**src/rtl/alu_flag_stage_if.sv**
```systemverilog
// alu_flag_stage_if
// Bundles the handshake and data signals of the ALU flag/result stage.
//   upstream : in_valid, in_ready, res, cout, a_msb, b_msb, op_sub, chain,
//              clr_flags
//   feedback : cin_q (registered carry returned to the adder carry-in)
//   downstream: out_valid, out_ready, out_res, out_c, out_z, out_n, out_v
// The slave modport is the stage itself. The master modport is the
// environment around it, which drives upstream data and the downstream ready.
interface alu_flag_stage_if #(
  parameter int WIDTH = 8
);
  logic             in_valid;
  logic             in_ready;
  logic [WIDTH-1:0] res;
  logic             cout;
  logic             a_msb;
  logic             b_msb;
  logic             op_sub;
  logic             chain;
  logic             clr_flags;
  logic             cin_q;
  logic             out_valid;
  logic             out_ready;
  logic [WIDTH-1:0] out_res;
  logic             out_c;
  logic             out_z;
  logic             out_n;
  logic             out_v;

  modport slave (
    input  in_valid, res, cout, a_msb, b_msb, op_sub, chain, clr_flags,
    input  out_ready,
    output in_ready, cin_q, out_valid, out_res, out_c, out_z, out_n, out_v
  );

  modport master (
    output in_valid, res, cout, a_msb, b_msb, op_sub, chain, clr_flags,
    output out_ready,
    input  in_ready, cin_q, out_valid, out_res, out_c, out_z, out_n, out_v
  );
endinterface

```
**src/rtl/alu_flag_stage.sv**
```systemverilog
// alu_flag_stage
// Registered flag/result stage placed after the carry-out OR stage of the
// 8-bit structural ALU. Each accepted result is stored with its C/Z/N/V flags
// in a 2-entry valid/ready buffer. An architectural flag register keeps the
// last flags, and its carry is returned to the adder as carry-in for chained
// multi-byte operations.
// Ports:
//   clk   : clock, rising edge
//   rst_n : asynchronous active-low reset
//   s     : alu_flag_stage_if.slave (upstream data, feedback carry, output)
//
// state | meaning
// ------+------------------------------------------------
// EMPTY | no buffered entry, out_valid=0, in_ready=1
// ONE   | head holds one entry, out_valid=1, in_ready=1
// FULL  | head and tail both hold entries, in_ready=0
module alu_flag_stage #(
  parameter int WIDTH = 8
) (
  input  logic                 clk,
  input  logic                 rst_n,
  alu_flag_stage_if.slave      s
);

  localparam int EW = WIDTH + 4;  // entry = {res, c, z, n, v}

  typedef enum logic [1:0] {
    EMPTY = 2'd0,
    ONE   = 2'd1,
    FULL  = 2'd2
  } state_t;

  state_t          state_q;
  logic [EW-1:0]   head_q;
  logic [EW-1:0]   tail_q;
  logic            out_valid_q;
  logic            in_ready_q;
  logic            c_q;
  logic            z_q;
  logic            n_q;
  logic            v_q;

  logic            accept;
  logic            pop;
  logic            zb;
  logic            z_d;
  logic            n_d;
  logic            v_d;
  logic [EW-1:0]   entry_d;

  always_comb begin
    accept  = s.in_valid && in_ready_q;
    pop     = out_valid_q && s.out_ready;
    zb      = (s.res == '0);
    // A clear in the same cycle breaks the chain, so Z comes from this byte only.
    z_d     = zb && ((s.chain && !s.clr_flags) ? z_q : 1'b1);
    n_d     = s.res[WIDTH-1];
    // Signed overflow: operands (B inverted on subtract) share a sign that
    // differs from the result sign.
    v_d     = (~(s.a_msb ^ (s.b_msb ^ s.op_sub))) & (s.res[WIDTH-1] ^ s.a_msb);
    entry_d = {s.res, s.cout, z_d, n_d, v_d};
  end

  always_ff @(posedge clk or negedge rst_n) begin
    if (!rst_n) begin
      state_q     <= EMPTY;
      head_q      <= '0;
      tail_q      <= '0;
      out_valid_q <= 1'b0;
      in_ready_q  <= 1'b1;
      c_q         <= 1'b0;
      z_q         <= 1'b0;
      n_q         <= 1'b0;
      v_q         <= 1'b0;
    end else begin
      if (accept) begin
        c_q <= s.cout;
        z_q <= z_d;
        n_q <= n_d;
        v_q <= v_d;
      end else if (s.clr_flags) begin
        c_q <= 1'b0;
        z_q <= 1'b0;
        n_q <= 1'b0;
        v_q <= 1'b0;
      end

      case (state_q)
        EMPTY: begin
          if (accept) begin
            head_q      <= entry_d;
            state_q     <= ONE;
            out_valid_q <= 1'b1;
          end
        end
        ONE: begin
          if (accept && pop) begin
            // Old head leaves this edge, so the new entry replaces it directly.
            head_q <= entry_d;
          end else if (accept) begin
            tail_q     <= entry_d;
            state_q    <= FULL;
            in_ready_q <= 1'b0;
          end else if (pop) begin
            state_q     <= EMPTY;
            out_valid_q <= 1'b0;
          end
        end
        FULL: begin
          if (pop) begin
            head_q     <= tail_q;
            state_q    <= ONE;
            in_ready_q <= 1'b1;
          end
        end
        default: begin
          state_q     <= EMPTY;
          out_valid_q <= 1'b0;
          in_ready_q  <= 1'b1;
        end
      endcase
    end
  end

  assign s.in_ready  = in_ready_q;
  assign s.cin_q     = c_q;
  assign s.out_valid = out_valid_q;
  assign s.out_res   = head_q[EW-1:4];
  assign s.out_c     = head_q[3];
  assign s.out_z     = head_q[2];
  assign s.out_n     = head_q[1];
  assign s.out_v     = head_q[0];

endmodule

```
**src/flat_wrapper.sv**
```systemverilog
// flat-port wrapper written by rule: the top's interface ports become plain ports
module alu_flag_stage_flat 
#(
  parameter int WIDTH = 8
)
  (clk, rst_n, s_in_valid, s_res, s_cout, s_a_msb, s_b_msb, s_op_sub, s_chain, s_clr_flags, s_out_ready, s_in_ready, s_cin_q, s_out_valid, s_out_res, s_out_c, s_out_z, s_out_n, s_out_v);
  alu_flag_stage_if #(.WIDTH(WIDTH)) s_i ();
  input  logic clk;
  input  logic rst_n;
  input wire logic [$bits(s_i.in_valid)-1:0] s_in_valid;
  input wire logic [$bits(s_i.res)-1:0] s_res;
  input wire logic [$bits(s_i.cout)-1:0] s_cout;
  input wire logic [$bits(s_i.a_msb)-1:0] s_a_msb;
  input wire logic [$bits(s_i.b_msb)-1:0] s_b_msb;
  input wire logic [$bits(s_i.op_sub)-1:0] s_op_sub;
  input wire logic [$bits(s_i.chain)-1:0] s_chain;
  input wire logic [$bits(s_i.clr_flags)-1:0] s_clr_flags;
  input wire logic [$bits(s_i.out_ready)-1:0] s_out_ready;
  output wire logic [$bits(s_i.in_ready)-1:0] s_in_ready;
  output wire logic [$bits(s_i.cin_q)-1:0] s_cin_q;
  output wire logic [$bits(s_i.out_valid)-1:0] s_out_valid;
  output wire logic [$bits(s_i.out_res)-1:0] s_out_res;
  output wire logic [$bits(s_i.out_c)-1:0] s_out_c;
  output wire logic [$bits(s_i.out_z)-1:0] s_out_z;
  output wire logic [$bits(s_i.out_n)-1:0] s_out_n;
  output wire logic [$bits(s_i.out_v)-1:0] s_out_v;
  assign s_i.in_valid = s_in_valid;
  assign s_i.res = s_res;
  assign s_i.cout = s_cout;
  assign s_i.a_msb = s_a_msb;
  assign s_i.b_msb = s_b_msb;
  assign s_i.op_sub = s_op_sub;
  assign s_i.chain = s_chain;
  assign s_i.clr_flags = s_clr_flags;
  assign s_i.out_ready = s_out_ready;
  assign s_in_ready = s_i.in_ready;
  assign s_cin_q = s_i.cin_q;
  assign s_out_valid = s_i.out_valid;
  assign s_out_res = s_i.out_res;
  assign s_out_c = s_i.out_c;
  assign s_out_z = s_i.out_z;
  assign s_out_n = s_i.out_n;
  assign s_out_v = s_i.out_v;
  alu_flag_stage #(.WIDTH(WIDTH)) u_core (.clk(clk), .rst_n(rst_n), .s(s_i));
endmodule
```
**config.mk**
```make
export PLATFORM = sky130hd
export DESIGN_NAME = alu_flag_stage_flat
export DESIGN_NICKNAME = d
export VERILOG_FILES = /design/src/rtl/alu_flag_stage_if.sv /design/src/rtl/alu_flag_stage.sv /design/src/flat_wrapper.sv
export SDC_FILE = /design/constraint.sdc
export NUM_CORES = 1
export LEC_CHECK = 0
export BUFFER_PORTS_ARGS = -buffer_cell sky130_fd_sc_hd__clkbuf_2
export CAP_MARGIN = 20
export CORE_UTILIZATION = 56
export DETAILED_ROUTE_END_ITERATION = 12
export MAX_ROUTING_LAYER = met4
export PLACE_DENSITY_LB_ADDON = 0.25
export SLEW_MARGIN = 5
export SYNTH_ARGS = -nofsm -noshare
export SYNTH_HDL_FRONTEND = slang
export SYNTH_SLANG_ARGS = --single-unit
```
**constraint.sdc**
```tcl
create_clock -name clk -period 2.5 [get_ports clk]
set_input_delay 0.125 -clock clk [delete_from_list [all_inputs] [get_ports clk]]
set_output_delay 0.125 -clock clk [all_outputs]
set_load 0.02 [all_outputs]
```
# Word level (Yosys, flattened, before mapping)
# Index checks and enable logic that the tools add are counted.
[totals]
out_inout_bits = 15
ff_bits = 30
[classes]
eq_ne = 10
reduce_logical = 15
bitwise = 8
muxes = 23
[op_table]
columns = ["op", "count"]
rows = [
  ["two-way mux 12 bit", 3],
  ["case mux 12 bit (3 select lines)", 1],
  ["AND reduction 4 bit", 3],
  ["two-way mux 1 bit", 11],
  ["two-way mux 2 bit", 5],
  ["!= test 2 x 1 -> 1 bit, second input constant", 5],
  ["zero test 8 bit", 1],
  ["case mux 1 bit (3 select lines)", 2],
  ["case mux 2 bit (3 select lines)", 1],
  ["logical AND 1 bit", 5],
  ["AND reduction 5 bit", 1],
  ["!= test 2 bit, second input constant", 2],
  ["NOT 1 bit", 4],
  ["!= test 3 x 1 -> 1 bit, second input constant", 1],
  ["AND reduction 3 bit", 1],
  ["nonzero test 3 bit", 1],
  ["XOR 1 bit", 3],
  ["equality test 2 x 1 -> 1 bit, second input constant", 1],
  ["equality test 2 bit, second input constant", 1],
  ["zero test 2 bit", 1],
  ["nonzero test 2 bit", 1],
  ["AND 1 bit", 1],
  ["zero test 1 bit", 1],
]

# Longest topological paths before layout
[depth]
ltp_word = 6
ltp_mapped = 6
ltp_nobuf = 4

# Worst setup path after synthesis
# No wires, ideal clock.
[synth_path]
kind = "register to register"
from = "register u_core.in_ready_q, in the netlist u_core.s.in_ready"
to = "register u_core.tail_q[3]"
arrival_ps = 1349
setup_slack_ps = 1026
stages_incl_launch_ff = 5
t_required_ps = 2375
setup_ps = 125
period_less_slack_ps = 1474
path_cell_list = "dfstp_2 and3b_2 nand2_4 buf_8 mux2_4"
[synth_between]
elab_chain_cells = 4
[synth_rtl]
columns = ["element", "line", "source"]
rows = [
  ["start, declared", "alu_flag_stage.sv:37", "logic in_ready_q;"],
  ["start signal, assigned", "alu_flag_stage.sv:70", "in_ready_q <= 1'b1;"],
  ["start signal, assigned", "alu_flag_stage.sv:103", "in_ready_q <= 1'b0;"],
  ["start signal, assigned", "alu_flag_stage.sv:113", "in_ready_q <= 1'b1;"],
  ["logical AND 1 bit *", "alu_flag_stage.sv:52", "accept = s.in_valid && in_ready_q;"],
  ["logical AND 1 bit", "alu_flag_stage.sv:97", "if (accept && pop) begin"],
  ["NOT 1 bit (no source line)", "--", ""],
  ["AND reduction 3 bit (no source line) *", "--", ""],
  ["end signal, assigned", "alu_flag_stage.sv:101", "tail_q <= entry_d;"],
  ["end, declared", "alu_flag_stage.sv:35", "logic [EW-1:0] tail_q;"],
]
# Mark *: on every way between the ends. The rest lies on a longest branch, timed or not.
# A chain may end at the register's enable or synchronous reset.

# Worst setup path in the final report
[layout_path]
from = "register u_core.in_ready_q, in the netlist u_core.s.in_ready"
to = "register u_core.head_q[2]"
[layout_between]
elab_chain_cells = 4
word_cells_on_any_way = 5
classes_between = "2 x eq/ne; 3 x reduce/logical"
[layout_rtl]
columns = ["element", "line", "source"]
rows = [
  ["logical AND 1 bit *", "alu_flag_stage.sv:52", ""],
  ["logical AND 1 bit", "alu_flag_stage.sv:97", ""],
  ["!= test 2 x 1 -> 1 bit (no source line)", "--", ""],
  ["AND reduction 4 bit (no source line) *", "--", ""],
  ["end signal, assigned", "alu_flag_stage.sv:91", "head_q <= entry_d;"],
  ["end signal, assigned", "alu_flag_stage.sv:99", "head_q <= entry_d;"],
  ["end signal, assigned", "alu_flag_stage.sv:111", "head_q <= tail_q;"],
  ["end, declared", "alu_flag_stage.sv:34", "logic [EW-1:0] head_q;"],
]
# Marked as above.

==> impl_metrics.py <==
metrics = {
    "layout": {
        "fin_area_um2": 1580,
        "final_cell_mix": "32 x clkbuf_2, 27 x dfrtp_1, 13 x nor2_1, 11 x mux2i_1",
        "diodes": 0,
        "final_common_cell": "clkbuf_2",
        "areaGrowthSynthToFinish_pct": 13.3,
        "stdcell_count": 174,
        "fin_nets": 165,
        "final_core_util_pct": 69.2,
        "drive_gt1_share_pct": 41.8,
    },
    "drt": {
        "dr.pass1.iters": 4,
        "avgRoutedWirePerCell_um": 13.1,
        "dr_total_vias": 944,
        "drt_drc_violations_left": 0,
        "dr.first_iter.drc_count": 12,
        "detail_route.wirelength_um": 2280,
        "vias_per_cell": 5.43,
        "postRouteAntennaNets": 0,
    },
    "clock_network": {
        "clkSinkCount": 28,
        "htree_levels": 1,
        "clkSlewWorstSetupHoldPaths_ns": 0.15,
        "cts_max_path_buffers": 2,
        "clockRootBuffer": "clkbuf_4",
        "cts_setup_buffers": 0,
        "cts_tree": "built",
        "cts_buffers": 3,
        "clk_latency_ns": 0.32,
    },
    "critical_path": {
        "cp-start-kind": "flop",
        "critPathMaxFanout": 22,
        "worst-setup-path-type": "flop to flop",
        "ff2ff_setup_slack_ns": 0.87,
        "cp-end-kind": "flop",
        "r2r-end": "u_core.head_q[2]",
        "r2r-start": "u_core.s.in_ready",
        "arrival_ns": 1.87,
        "required_ns": 2.74,
        "worst_r2r_path_depth": 5,
    },
    "floorplanning": {
        "die_x_um": 51.8,
        "start_util_pct": 61.1,
        "core_area_um2": 2280,
        "die_h_um": 51.8,
        "io_pins": 33,
        "die-area_um2": 2690,
        "num_rows": 17,
    },
    "power": {
        "power_density_nw_per_um2": 456,
        "vdd_drop_max_mv": 0.342,
        "leakage_uw": 0.000791,
    },
    "logic_synthesis": {
        "synthCells": 114,
        "synth_xor_area_share_pct": 0.630,
        "ys_seq_area_share_pct": 50.5,
        "yosys_warnings": 0,
        "synth_compound_area_share_pct": 13.7,
        "ys_ff_latch": 28,
        "syn_area_per_cell_um2": 12.2,
        "synthMuxAreaShare_pct": 17.9,
        "syn_area_um2": 1390,
        "synth.net_count": 132,
        "synth.largest_area_cell": "dfrtp_1",
        "yosysUniqueCellTypes": 30,
        "yosys-top-cells-area": "dfrtp_1 49%, mux2i_1 7.9%, mux2_4 7.6%",
        "synth_top_area_share_pct": 48.6,
        "yosys.area_share.simple_pct": 12.4,
        "synthAdderAreaFrac_pct": 0,
        "synth_top_family_by_area": "multiplexers",
    },
    "sta": {
        "tns_ns": 0,
        "post-route-min-period_ns": 1.63,
        "rsz0062_at_grt": "no",
        "slew_viol_final": 0,
        "fin_worst_skew_ns": 0.00201,
        "hold_viol_final": 0,
        "timing.fmax_ghz": 0.614,
        "maxSlewHeadroom_pct": 54.6,
        "tightest_slew_ns": 0.682,
        "min_period_over_period_pct": 65.2,
        "setup_viol_count_final": 0,
    },
    "global_route": {
        "grt_pass1_vias": 931,
        "track_usage_pct": 21.1,
        "grt_max_degree": 29,
        "grt_pass1_wl_um": 4070,
        "antenna_found_initial": 0,
        "grt_overflow_total": 0,
    },
    "placement": {
        "dpl.cell_count": 169,
        "gp_congestion": 0.870,
        "dp_hpwl_um": 1660,
        "dpl_cell_area_um2": 1530,
        "numPortBuffers": 32,
    },
    "run_status": {
        "status": "complete, no violations",
    },
    "hold_path": {
        "hold_depth": 3,
        "hold_path.class": "input port to flop",
        "hold_path_end": "u_core.s.cin_q",
        "hp-start": "s_cout",
    },
    "run": {
        "drv_cap": 0,
    },
}
stage by stage:
stage / hold slack [ns] / power (uW) / setup slack [ns]
CTS: 0.0380 / 723 / 0.859
finish: 0.0463 / 718 / 0.870
detailed placement: 0.203 / 504 / 0.884
global route: 0.0437 / 745 / 0.728
floorplan: -0.171 / 474 / 1.03
global placement: 0.187 / 503 / 0.921
cell usage after synthesis:
cell,instances
a21boi_4,1
a21oi_1,4
a21oi_2,9
a31oi_1,1
and2b_1,1
and3b_2,1
buf_4,2
buf_6,3
buf_8,1
dfrtp_1,27
dfstp_2,1
inv_1,1
mux2_2,3
mux2_4,7
mux2i_1,11
nand2_1,9
nand2_4,1
nand2b_1,2
nand3_1,1
nand3b_1,3
nand4b_1,1
nor2_1,13
nor4_1,2
o211ai_1,1
o21a_1,1
o21ai_0,3
o22ai_1,1
o311ai_0,1
o31ai_4,1
xor2_1,1
report_power, final:
| group | internal (uW) | switching [uW] |
|---|---|---|
| combinational | 17.3 | 25.6 |
| clock | 89.2 | 133 |
| sequential | 453 | 0 |
logic make-up after synthesis:
family / after synthesis
xor gates and xnor gates: 1
and+or+nand+nor: 34
buffers and inverters: 7
AOI/OAI and AO/OA: 23
muxes: 21
DFF: 28
flip-flops by register name (all words and copies together) (netlist names):
name and flops:
u_core.head_q 11, u_core.tail_q 11, u_core.state_q 2, u_core.s.cin_q 1, u_core.s.in_ready 1, u_core.s.out_valid 1, u_core.z_q 1
worst max path at each step:
stage                      startpoint                to  slack, ns  depth (start not counted)
detailed placement  u_core.s.in_ready  u_core.head_q[2]       0.88                          5
floorplan           u_core.s.in_ready  u_core.tail_q[3]       1.03                          4
CTS                 u_core.s.in_ready  u_core.head_q[2]       0.86                          5
finish              u_core.s.in_ready  u_core.head_q[2]       0.87                          5
global route        u_core.s.in_ready  u_core.head_q[2]       0.73                          5
global placement    u_core.s.in_ready  u_core.head_q[2]       0.92                          5
timing repair:
| item | 4_1_cts | 5_1_grt |
|---|---|---|
| gates resized for setup | 0 | 0 |
| hold endpoints to repair | 27 | 0 |
| hold buffers | 1 | 0 |
metal layers:
layer | vias up | GRT usage [%] | share of wire, %
met3 | 2 | 3.22 | 3.2
met5 | - | - | 0
met4 | 0 | 7.21 | 0.92
li1 | 468 | - | -
met2 | 21 | 32.5 | 47
met1 | 453 | 28.6 | 49
cell type report:
type	instances	area, um2
clock buffers	4	36.3
fillers	184	701
inverters	1	3.75
multi-input cells	79	621
flip-flops and latches	28	702
well taps	28	35.0
repair buffers	34	178
critical path, cell delays in order, from the launching register on:
cell	delay [ns]
dfstp_2	0.60
nand2_1	0.18
o31ai_4	0.21
buf_4	0.30
o211ai_1	0.13
o21a_1	0.13
Note: power is estimated with default switching activity, not from simulation.
